===== src/rtl/uart_tx_frame.sv =====
// uart_tx_frame: 8-bit UART transmitter with optional parity and a valid/ready byte input
module uart_tx_frame #(
    parameter int N       = 8,
    parameter int PSCALER = 1,
    parameter int DIV     = 10
) (
    input  logic       sysclk,
    input  logic       reset_n,
    input  logic [7:0] data_i,
    input  logic       valid_i,
    output logic       ready_o,
    input  logic       parity_en_i,
    input  logic       parity_odd_i,
    output logic       tx_o,
    output logic       busy_o,
    output logic       done_o
);
    localparam int TW = (DIV > 1) ? $clog2(DIV) : 1;
    typedef enum logic [2:0] {IDLE, START, DATA, PARITY, STOP} state_t;
    state_t     state;
    logic [7:0] data;
    logic       par_en;
    logic       par_odd;
    logic [N-1:0]  psc;
    logic [TW-1:0] tcnt;
    logic [2:0] idx;
    logic       tick;
    logic       bit_end;
    assign tick    = psc == N'(PSCALER - 1);
    assign bit_end = tick && tcnt == TW'(DIV - 1);
    always_ff @(posedge sysclk or negedge reset_n) begin
        if (!reset_n) begin
            state   <= IDLE;
            data    <= '0;
            par_en  <= 1'b0;
            par_odd <= 1'b0;
            psc     <= '0;
            tcnt    <= '0;
            idx     <= '0;
            tx_o    <= 1'b1;
            ready_o <= 1'b0;
            busy_o  <= 1'b0;
            done_o  <= 1'b0;
        end else begin
            done_o <= 1'b0;
            if (state != IDLE) begin
                psc <= tick ? '0 : psc + 1'b1;
                if (tick) tcnt <= bit_end ? '0 : tcnt + 1'b1;
            end
            case (state)
                IDLE: begin
                    if (valid_i && ready_o) begin
                        data    <= data_i;
                        par_en  <= parity_en_i;
                        par_odd <= parity_odd_i;
                        psc     <= '0;
                        tcnt    <= '0;
                        idx     <= '0;
                        tx_o    <= 1'b0;
                        ready_o <= 1'b0;
                        busy_o  <= 1'b1;
                        state   <= START;
                    end else begin
                        ready_o <= 1'b1;
                    end
                end
                START: begin
                    if (bit_end) begin
                        tx_o  <= data[0];
                        idx   <= '0;
                        state <= DATA;
                    end
                end
                DATA: begin
                    if (bit_end) begin
                        // idx saturates at 7 so a ninth data bit can never be emitted
                        if (idx != 3'd7) begin
                            idx  <= idx + 3'd1;
                            tx_o <= data[idx + 3'd1];
                        end else if (par_en) begin
                            tx_o  <= par_odd ? ~^data : ^data;
                            state <= PARITY;
                        end else begin
                            tx_o  <= 1'b1;
                            state <= STOP;
                        end
                    end
                end
                PARITY: begin
                    if (bit_end) begin
                        tx_o  <= 1'b1;
                        state <= STOP;
                    end
                end
                STOP: begin
                    if (bit_end) begin
                        done_o  <= 1'b1;
                        busy_o  <= 1'b0;
                        ready_o <= 1'b1;
                        state   <= IDLE;
                    end
                end
                default: begin
                    tx_o    <= 1'b1;
                    busy_o  <= 1'b0;
                    ready_o <= 1'b0;
                    state   <= IDLE;
                end
            endcase
        end
    end
endmodule

===== config.mk =====
export PLATFORM = sky130hd
export DESIGN_NAME = uart_tx_frame
export DESIGN_NICKNAME = d
export VERILOG_FILES = /design/src/rtl/uart_tx_frame.sv
export SDC_FILE = /design/constraint.sdc
export NUM_CORES = 1
export LEC_CHECK = 0
export ABC_CLOCK_PERIOD_IN_PS = 5720
export CAP_MARGIN = 25
export CELL_PAD_IN_SITES_DETAIL_PLACEMENT = 1
export CELL_PAD_IN_SITES_GLOBAL_PLACEMENT = 2
export CORE_ASPECT_RATIO = 2
export CORE_MARGIN = 8
export CORE_UTILIZATION = 39
export CTS_CLUSTER_SIZE = 14
export DETAILED_ROUTE_END_ITERATION = 10
export GPL_TIMING_DRIVEN = 0
export PLACE_DENSITY_LB_ADDON = 0.05
export SLEW_MARGIN = 20
export SYNTH_ARGS = -nofsm -noshare
export SYNTH_HDL_FRONTEND = slang
export SYNTH_SLANG_ARGS = --single-unit

===== constraint.sdc =====
create_clock -name sysclk -period 5.72 [get_ports sysclk]
set_input_delay 1.144 -clock sysclk [delete_from_list [all_inputs] [get_ports sysclk]]
set_output_delay 1.144 -clock sysclk [all_outputs]
set_load 0.02 [all_outputs]

# After elaboration in Yosys (flattened, before gate mapping)

Index checks and enable logic that the tools add are counted.

Add/sub/neg operators: 3
$lt $le $gt $ge: 1
Eq/ne operators: 13
Mux-type cells: 38
Bitwise gates (word level): 2
Reduce and logical (&&, ||, !) cells: 15

Operators with widths:

| cell                  | number |
|---|---|
| $mux W8               | 4 |
| $mux W3               | 10 |
| $mux W4               | 5 |
| $pmux W3 S5           | 1 |
| $ne A2 B2 Y1 const B  | 7 |
| $mux W1               | 13 |
| $reduce_and A5 Y1     | 2 |
| $pmux W3 S3           | 1 |
| $add A8 B1 Y8 const B | 1 |
| $logic_not A8 Y1      | 1 |
| $reduce_xnor A8 Y1    | 1 |
| $reduce_xor A8 Y1     | 1 |
| $eq A3 B2 Y1 const B  | 2 |
| $pmux W1 S3           | 2 |
| $reduce_and A6 Y1     | 1 |
| $reduce_bool A3 Y1    | 2 |
| $pmux W1 S5           | 1 |
| $add A4 B1 Y4 const B | 1 |
| $eq A4 B4 Y1 const B  | 1 |
| $lt A3 B4 Y1 const B  | 1 |
| $reduce_and A2 Y1     | 2 |
| $add A3 B1 Y3 const B | 1 |
| $bmux W1 S3           | 1 |
| $eq A3 B1 Y1 const B  | 1 |
| other kinds (7)       | 9 |

Bits in registers: 32
Input bits: 13
Word-level logic and storage cells: 83

# Depth between registers and ports, before layout

Gate-level depths: netlist of the first run.

Depth after elaboration: 7
Gate-level depth with buffers: 8
Mapped depth without buffers: 7

# Worst setup path before layout of the first run

Ideal clock, no wire load.

Path type: input port to flip-flop
Start: input port valid_i
End: register data[2]
Library setup time: 0.125 ns
Data arrival time: 2.142 ns
Required time: 5.595 ns
Path slack: 3.454 ns
Stages: 4
Buffers on the path: 1
Path through: nand2_1 -> nor2_1 -> clkbuf_1 -> mux2_2

Cells in the longest elaborated chain, start to end: 2

RTL lines:

| element                     | line | source |
|---|---|---|
| start: declaration          | 10   | `input logic valid_i,` |
| $logic_and A1 B1 Y1         | 52   | `if (valid_i && ready_o) begin` |
| $reduce_and A2 Y1 (no line) | n/a  |  |
| end signal: assignment      | 53   | `data <= data_i;` |
| end: declaration            | 21   | `logic [7:0] data;` |

No other way between the ends.
A chain may end at the register's enable or synchronous reset.

# Worst setup path in the final report of the first run

Start: input port valid_i
End: register par_odd

Cells in the longest elaborated chain, start to end: 2

RTL lines:

| element                     | line | source |
|---|---|---|
| $logic_and A1 B1 Y1         | 52   |  |
| $reduce_and A2 Y1 (no line) | n/a  |  |
| end signal: assignment      | 55   | `par_odd <= parity_odd_i;` |
| end: declaration            | 23   | `logic par_odd;` |

No other way between the ends.

==> results of run 1 <==
==> worst max-delay path, cell delays in order <==
cell and delay (ns):
clkdlybuf4s50_1 0.48, nand2_1 0.14, nor2_1 0.24, clkbuf_1 0.44
mux2_2 0.40
==> cells in the final DEF (no fill, tap or decap), drive strengths merged, types with 2 or more instances in the layout <==
master | netlist | layout
a21oi | 4 | 4
o21ai | 19 | 19
nand4 | 2 | 2
nor2 | 15 | 15
clkbuf | 5 | 13
and3 | 5 | 5
nand3b | 3 | 3
inv | 7 | 7
o22ai | 4 | 4
nand3 | 2 | 2
clkdlybuf4s50 | 0 | 15
mux2i | 4 | 4
dfrtp | 31 | 31
nand2 | 15 | 15
ha | 6 | 6
mux2 | 11 | 11
buf | 1 | 2
mux4 | 2 | 2
or3 | 2 | 2
nor3 | 2 | 2
xnor2 | 8 | 8
a211oi | 3 | 3
==> cells by family (layout without fill, tap and decap cells) <==
family / Yosys count / in the layout / synth area share
AOI/OAI and AO/OA: 39 / 39 / 0.1445
xor gates and xnor gates: 10 / 10 / 0.05794
adders and majority gates: 6 / 6 / 0.04292
buffers and inverters: 13 / 37 / 0.02861
DFF: 32 / 32 / 0.4585
muxes: 17 / 17 / 0.1195
and+or+nand+nor: 50 / 50 / 0.1481
==> area by class of cell <==
type	instances	area [sq um]
Timing Repair Buffer	16	155.1
Clock buffer	8	90.09
Sequential cell	32	802.0
Tap cell	54	67.56
Inverter	7	26.28
Multi-Input combinational cell	122	897.1
Fill cell	515	2277
Buffer	6	23.77
==> flip-flops by register name, indices dropped and copies added (netlist names) <==
signal and cells:
data 8, psc 8, tcnt 4, idx 3, state 3, busy_o 1, done_o 1, par_en 1
par_odd 1, ready_o 1, tx_o 1
==> worst min-delay path by stage <==
stage | start | endpoint | slack, ns
6_report | tcnt[3]$_DFF_PN0_ | tcnt[3]$_DFF_PN0_ | 0.50
5_1_grt | tcnt[3]$_DFF_PN0_ | tcnt[3]$_DFF_PN0_ | 0.51
4_1_cts | tcnt[3]$_DFF_PN0_ | tcnt[3]$_DFF_PN0_ | 0.50
3_5_place_dp | tcnt[3]$_DFF_PN0_ | tcnt[3]$_DFF_PN0_ | 0.49
3_3_place_gp | tcnt[3]$_DFF_PN0_ | tcnt[3]$_DFF_PN0_ | 0.48
2_1_floorplan | tcnt[3]$_DFF_PN0_ | tcnt[3]$_DFF_PN0_ | 0.45
==> power groups by stage <==
stage	Clock, mW	Sequential [mW]	Combinational, mW
global route	0.195	0.382	0.485
floorplan	0	0.364	0.327
CTS	0.187	0.372	0.445
detailed placement	0	0.376	0.444
finish	0.181	0.372	0.436
global placement	0	0.370	0.417
==> routing by layer <==
metal	vias to the layer above	global-route usage
met5	-	0
met4	0	0.06297
met3	9	0.02834
met2	16	0.2677
met1	699	0.1266
li1	646	-
==> results by group, run 1 <==
Run status
  – Status: finished clean

Yosys
  – Synth async-reset ratio: 1.000
  – Largest area contributor in the netlist: dfrtp_1
  – Syn. warnings: 0
  – Post-Syn Area per Cell: around 10 sq um
  – Synth area leaders: dfrtp_1 (44%), mux2_2 (7.1%), o21ai_0 (5.4%)
  – Post-Synthesis Cells: approximately 170
  – Post-Syn Area: around 1700 sq um
  – Post-synth EDFFs: 0
  – Post-synth top area share: 0.4435
  – Seq cells post-synth: 32
  – Top_reg_cell synth: dfrtp_1
  – Seq/Total Area, Yosys: 0.4585
  – Count of different cell masters after synthesis: 38
  – Top-count cell post-synth: dfrtp_1
  – Synth Net Count: roughly 190
  – Top post-synthesis cells by count: dfrtp_1 (31), o21ai_0 (19), nand2_1 (15), nor2_1 (15), mux2_2 (11)

Drt
  – DRT Pass-1 Iters: 4
  – DRC: 0
  – WL met3: 88 um
  – Metal2 WL: 2.688 mm
  – DR vias/cell: around 5.6
  – DRT iter0 DRCs: 34
  – Wire per inst: roughly 18 um
  – Wl on met1: about 1.6 mm
  – Vias: about 1.4k
  – Final ANT Viol Nets: 0
  – Drt total wl: approximately 4.5 mm
  – Highest routed layer: met4

Clocking
  – CTS buffer count: 5
  – Number of gates resized after cts: 0
  – Root Driver: clkbuf_8
  – CTS tree: built
  – Clock Pin Slew Worst Setup and Hold Paths: about 0.070 ns
  – # Post-CTS Setup Buffers: 0
  – Clock buffer depth: 2
  – Clk sink count: 32
  – Skew-Pair Late Insertion Delay: ~0.28 ns
  – Hold buffer count at cts: 0
  – CTS H-tree depth: 2

Job
  – Max-capacitance violation count: 0

Critical path
  – Critical Path AT: 2.85 ns
  – Worst setup path category: primary input to flip-flop
  – Crit. Startpoint: valid_i
  – Critical R2R Launch: psc[1]$_DFF_PN0_
  – CP endpoint kind: flip-flop
  – FF-to-FF End: idx[2]$_DFFE_PN0P_
  – Type of origin of the critical path: primary input
  – R2r worst-path depth: 7
  – Worst EP required: between 5 and 6 ns
  – CP max FO: 10
  – End of the critical path: par_odd$_DFFE_PN0P_
  – Worst R2R Setup Slack: ~3.5 ns

Power and ir drop
  – Comb power frac: 0.441
  – Power per cell area: approximately 480 nW/um^2
  – Sw Pwr: ~0.36 mW
  – Total power draw: ~1 mW
  – Sw Share: 0.3616
  – Lkg Pwr: 0.8674 nW
  – Peak supply drop: ~340 uV
  – Sequential power share: 0.376
  – Clock power share: 0.183
  – Cell internal pwr: around 0.63 mW

Timing
  – Pins Over Slew Limit: 0
  – Endpoints failing setup: 0
  – Tmin final: about 2.7 ns
  – Final setup margin: roughly 3.0 ns
  – Slew @ Worst Pin: about 0.74 ns
  – Setup Skew: ~0.0032 ns
  – Fmax: roughly 0.37 GHz
  – Unrepaired setup endpoints after global routing: no
  – WHS: approximately 0.50 ns
  – Worst rel slew slack: 0.5049
  – Setup TNS: 0 ns
  – Final period util: 0.4692
  – Fin. Hold Viols: 0

Placement
  – Dpl hpwl: roughly 3.5 mm
  – Setup WS pre-CTS: between 2 and 3 ns
  – Placed cells: 237
  – Post-DP Area: slightly below 2000 sq um
  – GP Congestion: about 0.79
  – Number of port buffers: 16

Layout
  – Post-Layout Cell Count: 245
  – NumNets Final: around 210
  – Design area: about 2100 sq um
  – Share of layout cells above drive strength 1: 0.1309
  – Layout area overhead: 17.88%
  – Antenna Cells: 0
  – Post-layout util: 0.4752

GRT
  – Vias in the first global route: between 1.5k and 2k
  – Total grt overflow: 0
  – GRT Total Usage: 0.1371
  – Initial antenna violation count: 0
  – Pin count of the biggest net entering global routing: 33
  – First-pass GRT wire length: 7.707 mm

Die
  – Ports: 17
  – Chip Width: ~63 um
  – Core area: around 4300 sq um
  – Die Y: 110.7 um
  – Die ar.: around 7000 sq um
  – Starting Density: 0.4031
  – Standard-cell row count: 34

Min path
  – Worst Hold Depth: 1
  – Hold crit path type: flip-flop to flip-flop
(Power assumes the default switching activity.)
==> run 2, diff against run 1 <==
- ABC_CLOCK_PERIOD_IN_PS: 5720 -> 2600
- CORE_UTILIZATION: 39 -> 37
- clock period: 5.72 -> 2.6 ns (I/O delays scaled with it)
==> run 2 against run 1 <==
  * Routed wire length rose by 2.1%
  * Clock power rose to 2.6 times the previous value
  * Via count shrank 1.7%
  * Critical path depth rose by 2
  * Worst hold slack lost 0.21 ns
  * Die area grew 4.3%
  * Global-route usage shrank 0.24 points
==> results by group, run 2 (same netlist as run 1, synthesis figures left out) <==
Timing
  – Fmax: roughly 0.44 GHz
  – Pins Over Slew Limit: 0
  – Slew @ Worst Pin: 0.7368 ns
  – Setup TNS: 0 ns
  – Tmin final: around 2.3 ns
  – Final setup margin: between 0.3 and 0.4 ns
  – Setup Skew: 0.01027 ns
  – Fin. Hold Viols: 0
  – Endpoints failing setup: 0
  – Unrepaired setup endpoints after global routing: no
  – Worst rel slew slack: 0.5088
  – Final period util: 0.8760

Layout
  – Commonest non-fill, non-tap cell in the layout: dfrtp_1
  – NumNets Final: roughly 210
  – Sequential cell area: 802.0 sq um
  – Area of the multi-input gates: between 800 and 900 sq um
  – Share of layout cells above drive strength 1: 0.1361
  – Layout area overhead: 18.96%
  – Commonest cells after routing, fill and taps aside: dfrtp_1 (31), o21ai_0 (19), nor2_1 (15), nand2_1 (15), clkdlybuf4s50_1 (15)
  – Antenna Cells: 0
  – Post-Layout Cell Count: between 200 and 250
  – Post-layout util: 0.4525
  – Largest registers: data: 8 flops, psc: 8 flops, tcnt: 4 flops
  – Fill cell count: 530

Drt
  – DRT Pass-1 Iters: 4
  – Final ANT Viol Nets: 0
  – Vias: 1347
  – DRC: 0
  – DR vias/cell: between 5 and 6
  – Drt total wl: between 4 and 5 mm
  – DRT iter0 DRCs: 35
  – Wire per inst: 18.54 um

Clocking
  – # Post-CTS Setup Buffers: 0
  – Clock buffer depth: 2
  – Root Driver: clkbuf_8
  – Number of gates resized after cts: 0
  – Clk sink count: 32
  – Clock Pin Slew Worst Setup and Hold Paths: about 0.080 ns
  – CTS buffer count: 5
  – CTS tree: built
  – Skew-Pair Late Insertion Delay: between 0.2 and 0.3 ns
  – Hold buffer count at cts: 0
  – CTS H-tree depth: 2

GRT
  – Initial antenna violation count: 0
  – Pin count of the biggest net entering global routing: 33
  – Vias in the first global route: approximately 1.6k
  – Total grt overflow: 0
  – First-pass GRT wire length: roughly 7.8 mm
  – GRT Total Usage: 0.1348

Placement
  – Dpl hpwl: between 3 and 4 mm
  – GP Congestion: just under 0.8
  – Setup WS pre-CTS: around 0.22 ns
  – Number of port buffers: 16
  – Placed cells: about 240

Die
  – Die ar.: between 7000 and 8000 sq um
  – Standard-cell row count: 35
  – Chip Width: roughly 65 um
  – Ports: 17
  – Core area: approximately 4600 sq um
  – Starting Density: 0.3804
  – Die Y: between 100 and 150 um

Job
  – Max-capacitance violation count: 0

Critical path
  – CP endpoint kind: flip-flop
  – Type of origin of the critical path: flip-flop
  – Crit path cell chain: inv_1 > ha_1 > or4b_4 > nor3_4 > nor2_1 > a2111oi_4 > mux2i_1
  – CP max FO: 5
  – CP peak stage delay: between 0.5 and 0.6 ns
  – Critical Path AT: around 2.5 ns
  – Worst EP required: 2.80 ns
  – Worst setup path category: flip-flop to flip-flop
  – Critical-path top delay cell: or4b_4

Min path
  – Hold crit path type: primary input to asynchronous set/reset pin

Power and ir drop
  – Power per cell area: ~1100 nW/um^2
  – Lkg Pwr: 0.8771 nW
  – Total power draw: roughly 2.2 mW
  – Peak supply drop: 524.8 uV

Run status
  – Status: finished clean
-- run 2: changes by cell type in the layout (fill, tap and decap cells not counted), sizes merged --
| cell | before | now |
|---|---|---|
| clkbuf | 13 | 11 |
| bufinv | 0 | 1 |
| clkinv | 0 | 1 |
-- run 2: worst max-delay path, delay by kind of cell (launching register included) --
kind	cells	cell delay, ns
and+or+nand+nor	3	0.86
DFF	1	0.42
AOI/OAI and AO/OA	1	0.41
muxes	1	0.25
adders and majority gates	1	0.17
buffers and inverters	1	0.07
-- run 2: worst paths after layout --
check,startpoint,to,slack (ns),cells past startpoint
max,psc[0]$_DFF_PN0_,idx[2]$_DFFE_PN0P_,0.32,7
min,reset_n,psc[2]$_DFF_PN0_,0.29,1
max reg2reg,psc[0]$_DFF_PN0_,idx[2]$_DFFE_PN0P_,0.32,7
min reg2reg,tcnt[2]$_DFF_PN0_,tcnt[2]$_DFF_PN0_,0.51,1
max in group asynchronous,reset_n,data[3]$_DFFE_PN0P_,1.83,1
min in group sysclk,tcnt[2]$_DFF_PN0_,tcnt[2]$_DFF_PN0_,0.51,1
-- run 2: routing by layer --
| metal | wire (um) | GRT usage | up-vias |
|---|---|---|---|
| li1 | - | - | 644 |
| met1 | 1551 | 0.1177 | 669 |
| met2 | 2771 | 0.2724 | 22 |
| met3 | 109 | 0.02671 | 12 |
| met4 | 128 | 0.06012 | 0 |
| met5 | 0 | 0 | - |
-- run 2: layout make-up --
| class | instances | area share |
|---|---|---|
| plain buffers | 6 | 0.01143 |
| clock buffers | 6 | 0.03488 |
| clock inverters | 2 | 0.01684 |
| inverters | 7 | 0.01263 |
| multi-input cells | 122 | 0.4311 |
| flip-flops and latches | 32 | 0.3854 |
| well taps | 55 | 0.03307 |
| repair buffers | 16 | 0.07456 |
-- run 2: report_power, final --
part           switching [mW]  internal [mW]
registers               0.153          0.658
logic                   0.437          0.514
clock network           0.188          0.284
-- run 2: stage by stage --
stage / cell area, sq um / hold WS (ns)
2_1_floorplan: 1749 / 0.2244
3_3_place_gp: 1978 / 0.4907
3_5_place_dp: 1973 / 0.4981
4_1_cts: 2081 / 0.3136
5_1_grt: 2081 / 0.3540
6_report: 2081 / 0.2934
==> run 3, diff against run 2 <==
--- a/constraint.sdc
+++ b/constraint.sdc
@@ -3,2 +3,2 @@
 set_output_delay 0.52 -clock sysclk [all_outputs]
-set_load 0.02 [all_outputs]
+set_load 0.1 [all_outputs]
==> results of run 3 <==
The final DEF is identical to that of run 2. Status: finished clean.
Among the figures that moved: setup slack after layout 0.3223 ns -> 0.1167 ns; start point of the critical path psc[0]$_DFF_PN0_ -> tx_o$_DFFE_PN1P_; end point of the critical path idx[2]$_DFFE_PN0P_ -> tx_o; total power 2.235 mW -> 2.361 mW; worst IR drop on VDD 524.8 uV -> 650.0 uV
